==> src/rtl/lzs_pkg.sv <==
// Shared constants for the LZS encoder output path: code/word geometry,
// the accept threshold and the packer state encoding.
package lzs_pkg;
   localparam int unsigned CODE_W     = 13;
   localparam int unsigned WIDTH_W    = 4;
   localparam int unsigned WORD_W     = 64;
   localparam int unsigned ACC_W      = 2 * WORD_W;
   // Highest bit count that still has room for a maximum-width code.
   localparam int unsigned ACCEPT_MAX = ACC_W - CODE_W;

   localparam logic [1:0] ST_RUN   = 2'd0;
   localparam logic [1:0] ST_FLUSH = 2'd1;
   localparam logic [1:0] ST_DONE  = 2'd2;
endpackage

==> src/rtl/encode_out_acc.sv <==
// 128-bit MSB-first bit accumulator: optional shift by one word, then
// OR-in of a masked code directly below the surviving valid bits.
module encode_out_acc
   import lzs_pkg::*;
#(
   parameter int unsigned IN_WIDTH       = CODE_W,
   parameter int unsigned NEED_STR_WIDTH = WIDTH_W
) (
   input  logic                      clk,
   input  logic                      rst,
   input  logic                      clr_i,
   input  logic                      shift_i,
   input  logic                      append_i,
   input  logic [7:0]                base_i,
   input  logic [IN_WIDTH-1:0]       code_i,
   input  logic [NEED_STR_WIDTH-1:0] width_i,
   output logic [WORD_W-1:0]         word_o
);
   logic [ACC_W-1:0] acc_q, acc_d, shifted, ins;
   logic [7:0]       pos;

   // Bits below the valid region are always zero, so OR-insertion is safe
   // and the top word is already zero-padded for the final flush word.
   always_comb begin
      shifted = shift_i ? {acc_q[ACC_W-WORD_W-1:0], {WORD_W{1'b0}}} : acc_q;
      pos     = 8'(ACC_W) - base_i - 8'(width_i);
      ins     = {{(ACC_W-IN_WIDTH){1'b0}}, code_i} << pos;
      acc_d   = append_i ? (shifted | ins) : shifted;
      if (clr_i) acc_d = '0;
   end

   always_ff @(posedge clk or posedge rst) begin
      if (rst) acc_q <= '0;
      else     acc_q <= acc_d;
   end

   assign word_o = acc_q[ACC_W-1 -: WORD_W];
endmodule

==> src/rtl/encode_out.sv <==
// LZS encoder output packer: variable-width codes packed MSB-first into
// 64-bit FIFO words, with a zero-padded final word on flush.
module encode_out
   import lzs_pkg::*;
#(
   parameter int unsigned IN_WIDTH       = CODE_W,
   parameter int unsigned NEED_STR_WIDTH = WIDTH_W,
   parameter int unsigned LZF_WIDTH      = 20
) (
   input  logic                      clk,
   input  logic                      rst,
   input  logic [IN_WIDTH-1:0]       code_data,
   input  logic [NEED_STR_WIDTH-1:0] code_width,
   input  logic                      code_valid,
   output logic                      code_ack,
   input  logic                      flush,
   input  logic                      fo_full,
   output logic [WORD_W-1:0]         fo_data,
   output logic                      fo_valid,
   output logic                      fo_last,
   output logic                      done,
   output logic [LZF_WIDTH-1:0]      word_cnt
);
   localparam logic [NEED_STR_WIDTH-1:0] MAX_W   = NEED_STR_WIDTH'(IN_WIDTH);
   localparam logic [7:0]                ACC_LIM = 8'(ACCEPT_MAX);
   localparam logic [7:0]                WORD_BITS = 8'(WORD_W);

   logic [1:0]                state_q, state_d;
   logic [7:0]                cnt_q, cnt_d, base;
   logic [WORD_W-1:0]         fo_data_q, fo_data_d, acc_word;
   logic                      fo_valid_q, fo_last_q, done_q;
   logic                      pending_q, pending_d;
   logic [LZF_WIDTH-1:0]      word_cnt_q, word_cnt_d;
   logic [NEED_STR_WIDTH-1:0] eff_w;
   logic [IN_WIDTH-1:0]       code_mask, code_masked;
   logic                      ack, emit, emit_last;

   always_comb begin
      eff_w       = (code_width > MAX_W) ? MAX_W : code_width;
      code_mask   = ~({IN_WIDTH{1'b1}} << eff_w);
      code_masked = code_data & code_mask;

      ack       = code_valid & (state_q == ST_RUN) & (cnt_q <= ACC_LIM);
      emit      = (state_q != ST_DONE) & (cnt_q >= WORD_BITS) & ~fo_full;
      emit_last = (state_q == ST_FLUSH) & (cnt_q != 8'd0) & (cnt_q < WORD_BITS) & ~fo_full;

      base  = emit ? (cnt_q - WORD_BITS) : cnt_q;
      cnt_d = base + (ack ? 8'(eff_w) : 8'd0);
      if (emit_last) cnt_d = 8'd0;

      state_d = state_q;
      case (state_q)
         ST_RUN:   if (flush) state_d = ST_FLUSH;
         ST_FLUSH: if (emit_last || (cnt_q == 8'd0)) state_d = ST_DONE;
         ST_DONE:  state_d = ST_RUN;
         default:  state_d = ST_RUN;
      endcase

      fo_data_d = (emit || emit_last) ? acc_word : fo_data_q;

      // The stream counter survives DONE and restarts with the next stream.
      pending_d = pending_q;
      if (state_q == ST_DONE) pending_d = 1'b1;
      else if (ack)           pending_d = 1'b0;

      word_cnt_d = (ack && pending_q) ? '0 : word_cnt_q;
      if (emit || emit_last) word_cnt_d = word_cnt_q + LZF_WIDTH'(1);
   end

   encode_out_acc #(
      .IN_WIDTH       (IN_WIDTH),
      .NEED_STR_WIDTH (NEED_STR_WIDTH)
   ) u_acc (
      .clk      (clk),
      .rst      (rst),
      .clr_i    (emit_last),
      .shift_i  (emit),
      .append_i (ack),
      .base_i   (base),
      .code_i   (code_masked),
      .width_i  (eff_w),
      .word_o   (acc_word)
   );

   always_ff @(posedge clk or posedge rst) begin
      if (rst) begin
         state_q    <= ST_RUN;
         cnt_q      <= '0;
         fo_data_q  <= '0;
         fo_valid_q <= 1'b0;
         fo_last_q  <= 1'b0;
         done_q     <= 1'b0;
         pending_q  <= 1'b0;
         word_cnt_q <= '0;
      end else begin
         state_q    <= state_d;
         cnt_q      <= cnt_d;
         fo_data_q  <= fo_data_d;
         fo_valid_q <= emit | emit_last;
         fo_last_q  <= emit_last;
         done_q     <= (state_q == ST_DONE);
         pending_q  <= pending_d;
         word_cnt_q <= word_cnt_d;
      end
   end

   assign code_ack = ack;
   assign fo_data  = fo_data_q;
   assign fo_valid = fo_valid_q;
   assign fo_last  = fo_last_q;
   assign done     = done_q;
   assign word_cnt = word_cnt_q;
endmodule

==> config.mk <==
export PLATFORM = sky130hd
export DESIGN_NAME = encode_out
export DESIGN_NICKNAME = d
export VERILOG_FILES = /design/src/rtl/lzs_pkg.sv /design/src/rtl/encode_out_acc.sv /design/src/rtl/encode_out.sv
export SDC_FILE = /design/constraint.sdc
export NUM_CORES = 1
export LEC_CHECK = 0
export CAP_MARGIN = 15
export CORE_MARGIN = 2
export CORE_UTILIZATION = 62
export CTS_CLUSTER_SIZE = 25
export DETAILED_ROUTE_END_ITERATION = 7
export HOLD_SLACK_MARGIN = 0.08
export PLACE_DENSITY_LB_ADDON = 0.1
export REMOVE_ABC_BUFFERS = 1
export SYNTH_ARGS = -nofsm -noshare
export SYNTH_HDL_FRONTEND = slang
export SYNTH_SLANG_ARGS = --single-unit
==> constraint.sdc <==
create_clock -name clk -period 21 [get_ports clk]
set_input_delay 2.1 -clock clk [delete_from_list [all_inputs] [get_ports clk]]
set_output_delay 2.1 -clock clk [all_outputs]
set_load 0.005 [all_outputs]
Word-level counts from Yosys, hierarchy flattened

Index checks and enable logic that the tools add are counted.

Logic and storage cells: 60
Input bits: 22
Flip-flop bits (word level): 226

Eq/ne operators: 5
Add/subtract/negate cells: 5
Shifts and indexed selects: 2
Mux-type cells: 14
$lt $le $gt $ge: 4
Reductions and logical operators: 9
Bitwise operators: 12

Operator list:

| cell                                                               | count |
|---|---|
| two-way mux 128 bit                                                | 3 |
| OR 128 bit                                                         | 1 |
| << shifter 13 x 8 -> 128 bit                                       | 1 |
| two-way mux 20 bit                                                 | 2 |
| adder 20 x 1 -> 20 bit (second input constant)                     | 1 |
| two-way mux 8 bit                                                  | 2 |
| bitwise AND 13 bit                                                 | 1 |
| inverter 13 bit                                                    | 1 |
| << shifter 13 x 4 -> 13 bit (first input constant)                 | 1 |
| adder 8 x 4 -> 8 bit                                               | 1 |
| greater-or-equal comparator 8 x 7 -> 1 bit (second input constant) | 1 |
| less-or-equal comparator 8 x 7 -> 1 bit (second input constant)    | 1 |
| logical NOT 8 bit                                                  | 1 |
| less-than comparator 8 x 7 -> 1 bit (second input constant)        | 1 |
| two-way mux 4 bit                                                  | 2 |
| nonzero test 8 bit                                                 | 1 |
| subtractor 8 x 4 -> 8 bit                                          | 1 |
| subtractor 8 x 7 -> 8 bit (second input constant)                  | 1 |
| subtractor 8 bit (first input constant)                            | 1 |
| bitwise AND 1 bit                                                  | 7 |
| > comparator 4 bit (second input constant)                         | 1 |
| two-way mux 2 bit                                                  | 2 |
| != test 2 bit (second input constant)                              | 2 |
| case mux 2 bit (2 select lines)                                    | 1 |
| other kinds (11)                                                   | 14 |

Depth between registers and ports, before layout

Word-level depth: 10
Mapped depth: 17
Mapped depth without buffers: 14

Cells and area by module

Synthesis repeated with hierarchy kept, for this count alone.

Cell total of the unflattened synthesis: 1291
Area total of the unflattened synthesis: 12220.5 µm²

By module, submodules not included:

| module         | area an instance (µm²) | times used | seq. area each (µm²) | cells each |
|---|---|---|---|---|
| encode_out_acc | 7681.1                 | 1          | 3203.1               | 796 |
| encode_out     | 4539.4                 | 1          | 2452.4               | 495 |

Least setup slack after synthesis

OpenSTA, ideal clock, no wires.

Path kind: input to register
From: in code_width[2]
To: reg u_acc.acc_q[25]
Stages on the path: 16
Setup slack: 15608 ps
Required time: 20861 ps
Setup time: 139 ps
Arrival: 5254 ps
Buffers on the path: 5
Cell sequence: buf_2 -> buf_4 -> and2_1 -> nor2b_1 -> ha_1 -> inv_1 -> ha_1 -> inv_1 -> fa_1 -> nand2b_1 -> a21oi_1 -> xnor2_1 -> buf_2 -> buf_1 -> clkbuf_1 -> o31ai_1

Word-level cells in the longest chain between the ends: 9

Ends and longest elaborated chain:

| what                                                                              | line                 | source |
|---|---|---|
| start, declared                                                                   | encode_out.sv:13     | `input logic [NEED_STR_WIDTH-1:0] code_width,` |
| > comparator 4 bit                                                                | encode_out.sv:39     | `eff_w = (code_width > MAX_W) ? MAX_W : code_width;` |
| two-way mux 4 bit (*)                                                             | encode_out.sv:39     |  |
| parallel branches: the longest is 3 deep, another holds subtractor 8 x 4 -> 8 bit | n/a                  |  |
| << shifter 13 x 8 -> 128 bit (*)                                                  | encode_out_acc.sv:27 | `ins = {{(ACC_W-IN_WIDTH){1'b0}}, code_i} << pos;` |
| OR 128 bit (*)                                                                    | encode_out_acc.sv:28 | `acc_d = append_i ? (shifted \| ins) : shifted;` |
| two-way mux 128 bit (*)                                                           | encode_out_acc.sv:28 |  |
| two-way mux 128 bit (*)                                                           | encode_out_acc.sv:29 | `if (clr_i) acc_d = '0;` |
| net u_acc.acc_d[25]                                                               | encode_out_acc.sv:19 | `logic [ACC_W-1:0] acc_q, acc_d, shifted, ins;` |
| end signal, assigned                                                              | encode_out_acc.sv:33 | `if (rst) acc_q <= '0;` |
| end signal, assigned                                                              | encode_out_acc.sv:34 | `else acc_q <= acc_d;` |
| end, declared                                                                     | encode_out_acc.sv:19 |  |

Mark *: on every way through the listed nets, which the timed path passes.
A chain may end at the register's enable or synchronous reset.

Worst setup path after layout

From: in code_width[2]
To: reg u_acc.acc_q[17]

Same word-level chain as after synthesis.

==> results.yml <==
timing:
  setup_tns_ps: 0
  fmaxAchievable_mhz: 146
  hold_violations: 0
  setup_viol: 0
  worstMarginPinSlew_ps: 1150
  slew_headroom: 0.237
  fin_hold_ws_ps: 464
  skew_ps: 18.8
  rsz0062_at_grt: "false"
  min_period_ps: 6840
  period_share: 0.326
  final_max_slew_viol_count: 0
clocking:
  cts-resized-gates: 0
  cts_tree: "done"
  clock_sinks: 226
  h-tree-depth: 1
  post_cts_buffers: 0
  cts_buffer_depth: 3
  cts_hold_buffers: 0
  cts_root_buf: "clkbuf_16"
  cts.clk_slew.worst_paths_ps: 60
  cts_buffers: 24
  insertion_delay_ps: 520
floorplan:
  fp.dieH_um: 142
  start_util: 0.630
  fp.dieW_um: 142
  rows: 50
  ios: 110
  dieArea_um2: 20100
  core_area_um2: 18600
setup_path:
  startpoint_type: "input pin"
  end_kind: "flip-flop"
  crit_type: "input pin to flip-flop"
  required_ps: 21410
  cp_max_fo: 19
  cp.arrival_ps: 7240
layout:
  final_nets: 1382
  seqCellArea_um2: 5660
  final_cell_mix: "334 x nand2_1, 226 x dfrtp_1, 109 x clkdlybuf4s50_1"
  layout_commonest_cell: "nand2_1"
  drive_above_1_share: 0.0745
  multi_input_area_um2: 5640
  diodes: 0
  area_growth_pct: 16.9
  n_fill_cell: 1375
synthesis:
  synth-edff-count: 0
  yosys_warnings: 0
  post_synth.cell_area_avg_um2: 9.24
  syn-cell-area_um2: 11700
  netlist_instances: 1272
  synth-seq-area-share: 0.481
  synth.distinct_cells: 84
  ys.flop_type: "dfrtp_1"
  ys_async_sr_fraction: 1.00
  synth-seq-cells: 226
job:
  maxCapViolations: 0
routing:
  firstDrtPassIters: 5
  vias_per_cell: 6.46
  drc: 0
  wl_per_cell_um: 20.2
  first_iter_violations: 1121
  num_vias: 10269
  drtAntennaViolNets: 0
  drt-total-wl_mm: 32.2
hold_path:
  min_path_type: "flip-flop to flip-flop"
grt:
  grt_pass1_vias: 9900
  grt-ovfl-total: 0
  grt_pass1_wl_mm: 52.4
  track_usage: 0.323
  grt_max_degree: 145
  antenna_found_initial: 0
placement:
  port-buffer-count: 109
  dp_hpwl_mm: 20.9
  gp_congestion: 0.989
run_status:
  outcome: "finished clean"
power:
  p_total_w: 0.00242
  vdd_ir_drop_max_mv: 0.162
  power.leakage_nw: 6.21
  power_density_nw_per_um2: 176
## worst paths after layout
path                                from         endpoint  slack (ps)  depth (start not counted)
max reg2reg                     cnt_q[1]  u_acc.acc_q[17]       16600                         11
max                        code_width[2]  u_acc.acc_q[17]       14160                         14
max in group asynchronous            rst         cnt_q[4]       17120                          3
min                          fo_data[10]      fo_data[10]         460                          2
min reg2reg                  fo_data[10]      fo_data[10]         460                          2
min in group asynchronous            rst      fo_data[33]        2240                          2
## area by class of cell
| cell class | instances | area share |
|---|---|---|
| clock inverter | 9 | 0.00720 |
| tap | 234 | 0.0213 |
| clock buffer | 35 | 0.0519 |
| sequential | 226 | 0.412 |
| multi-input combinational | 931 | 0.410 |
| inverter | 28 | 0.00820 |
| timing repair buffer | 127 | 0.0893 |
## through the flow
| step | util | instances | cell area, µm² | setup slack (ps) |
|---|---|---|---|---|
| floorplan | - | 1185 | 11400 | 9450 |
| global placement | 0.693 | 1546 | 12900 | 13890 |
| detailed placement | 0.693 | 1546 | 12900 | 13750 |
| CTS | 0.737 | 1590 | 13700 | 14310 |
| global route | 0.737 | 1590 | 13700 | 13890 |
| finish | 0.737 | 1590 | 13700 | 14160 |
## Yosys cell counts (5+ instances only)
library cell,instances,area share
a32o_1,16,0.014
a22oi_1,13,0.0083
o22ai_1,42,0.022
buf_2,23,0.0098
o21ai_1,11,0.0047
nand3_1,31,0.013
a211oi_1,6,0.0038
and2_1,14,0.0075
o21ai_0,56,0.024
a21oi_1,33,0.014
xor2_1,5,0.0037
a31oi_1,12,0.0064
inv_1,26,0.0083
nor3_1,22,0.0094
clkbuf_1,47,0.015
nand2_1,334,0.11
o211ai_1,11,0.0070
mux2i_1,55,0.047
ha_1,20,0.021
xnor2_1,12,0.0089
nand2b_1,10,0.0053
nand4_1,12,0.0064
a41oi_1,7,0.0052
nor2b_1,8,0.0043
and3_1,8,0.0043
o2111ai_1,7,0.0052
nor4_1,10,0.0053
buf_1,9,0.0029
nor2_1,55,0.018
dfrtp_1,226,0.48
o31ai_1,27,0.017
a21o_1,5,0.0032
buf_4,6,0.0038
## registers in the layout, indices dropped and copies added, names as in the netlist
| name | cells |
|---|---|
| fo_data | 64 |
| fo_last | 1 |
| word_cnt | 20 |
| u_acc.acc_q | 128 |
| state_q | 2 |
| done | 1 |
| fo_valid | 1 |
| cnt_q | 8 |
| pending_q | 1 |
## where the power goes
group	internal (W)	total, W	switching [W]
registers	0.000542	0.000613	0.0000715
clock network	0.000260	0.000429	0.000169
logic	0.000428	0.00138	0.000952
total	0.00123	0.00242	0.00119
## kinds of logic (layout without fill, tap and decap cells)
group / after synthesis / in the layout / share of synthesized area
compound gates: 307 / 307 / 0.190
xor+xnor: 17 / 17 / 0.0127
fa+ha+maj: 22 / 22 / 0.0247
buf+inv: 115 / 199 / 0.0424
flops: 226 / 226 / 0.481
mux: 61 / 61 / 0.0550
simple gates: 524 / 524 / 0.194
## critical path, stage by stage
cell and delay, ps:
clkdlybuf4s50_1 960, and2_1 310, nor2b_1 80, ha_1 270, inv_1 50, ha_1 160, inv_1 70, fa_1 990
inv_1 420, nor2_1 640, a22oi_1 200, a32oi_1 490, a21oi_1 220, o31ai_1 280
## metal layers
metal,wire (µm),share of wire,global-route usage,up-vias
met5,0,0,0,-
met4,629,0.020,0.0805,0
met3,2630,0.082,0.0493,66
met2,15100,0.47,0.510,520
met1,13800,0.43,0.473,4998
li1,-,-,-,4685
No activity file was read; power rests on OpenSTA's default activity.
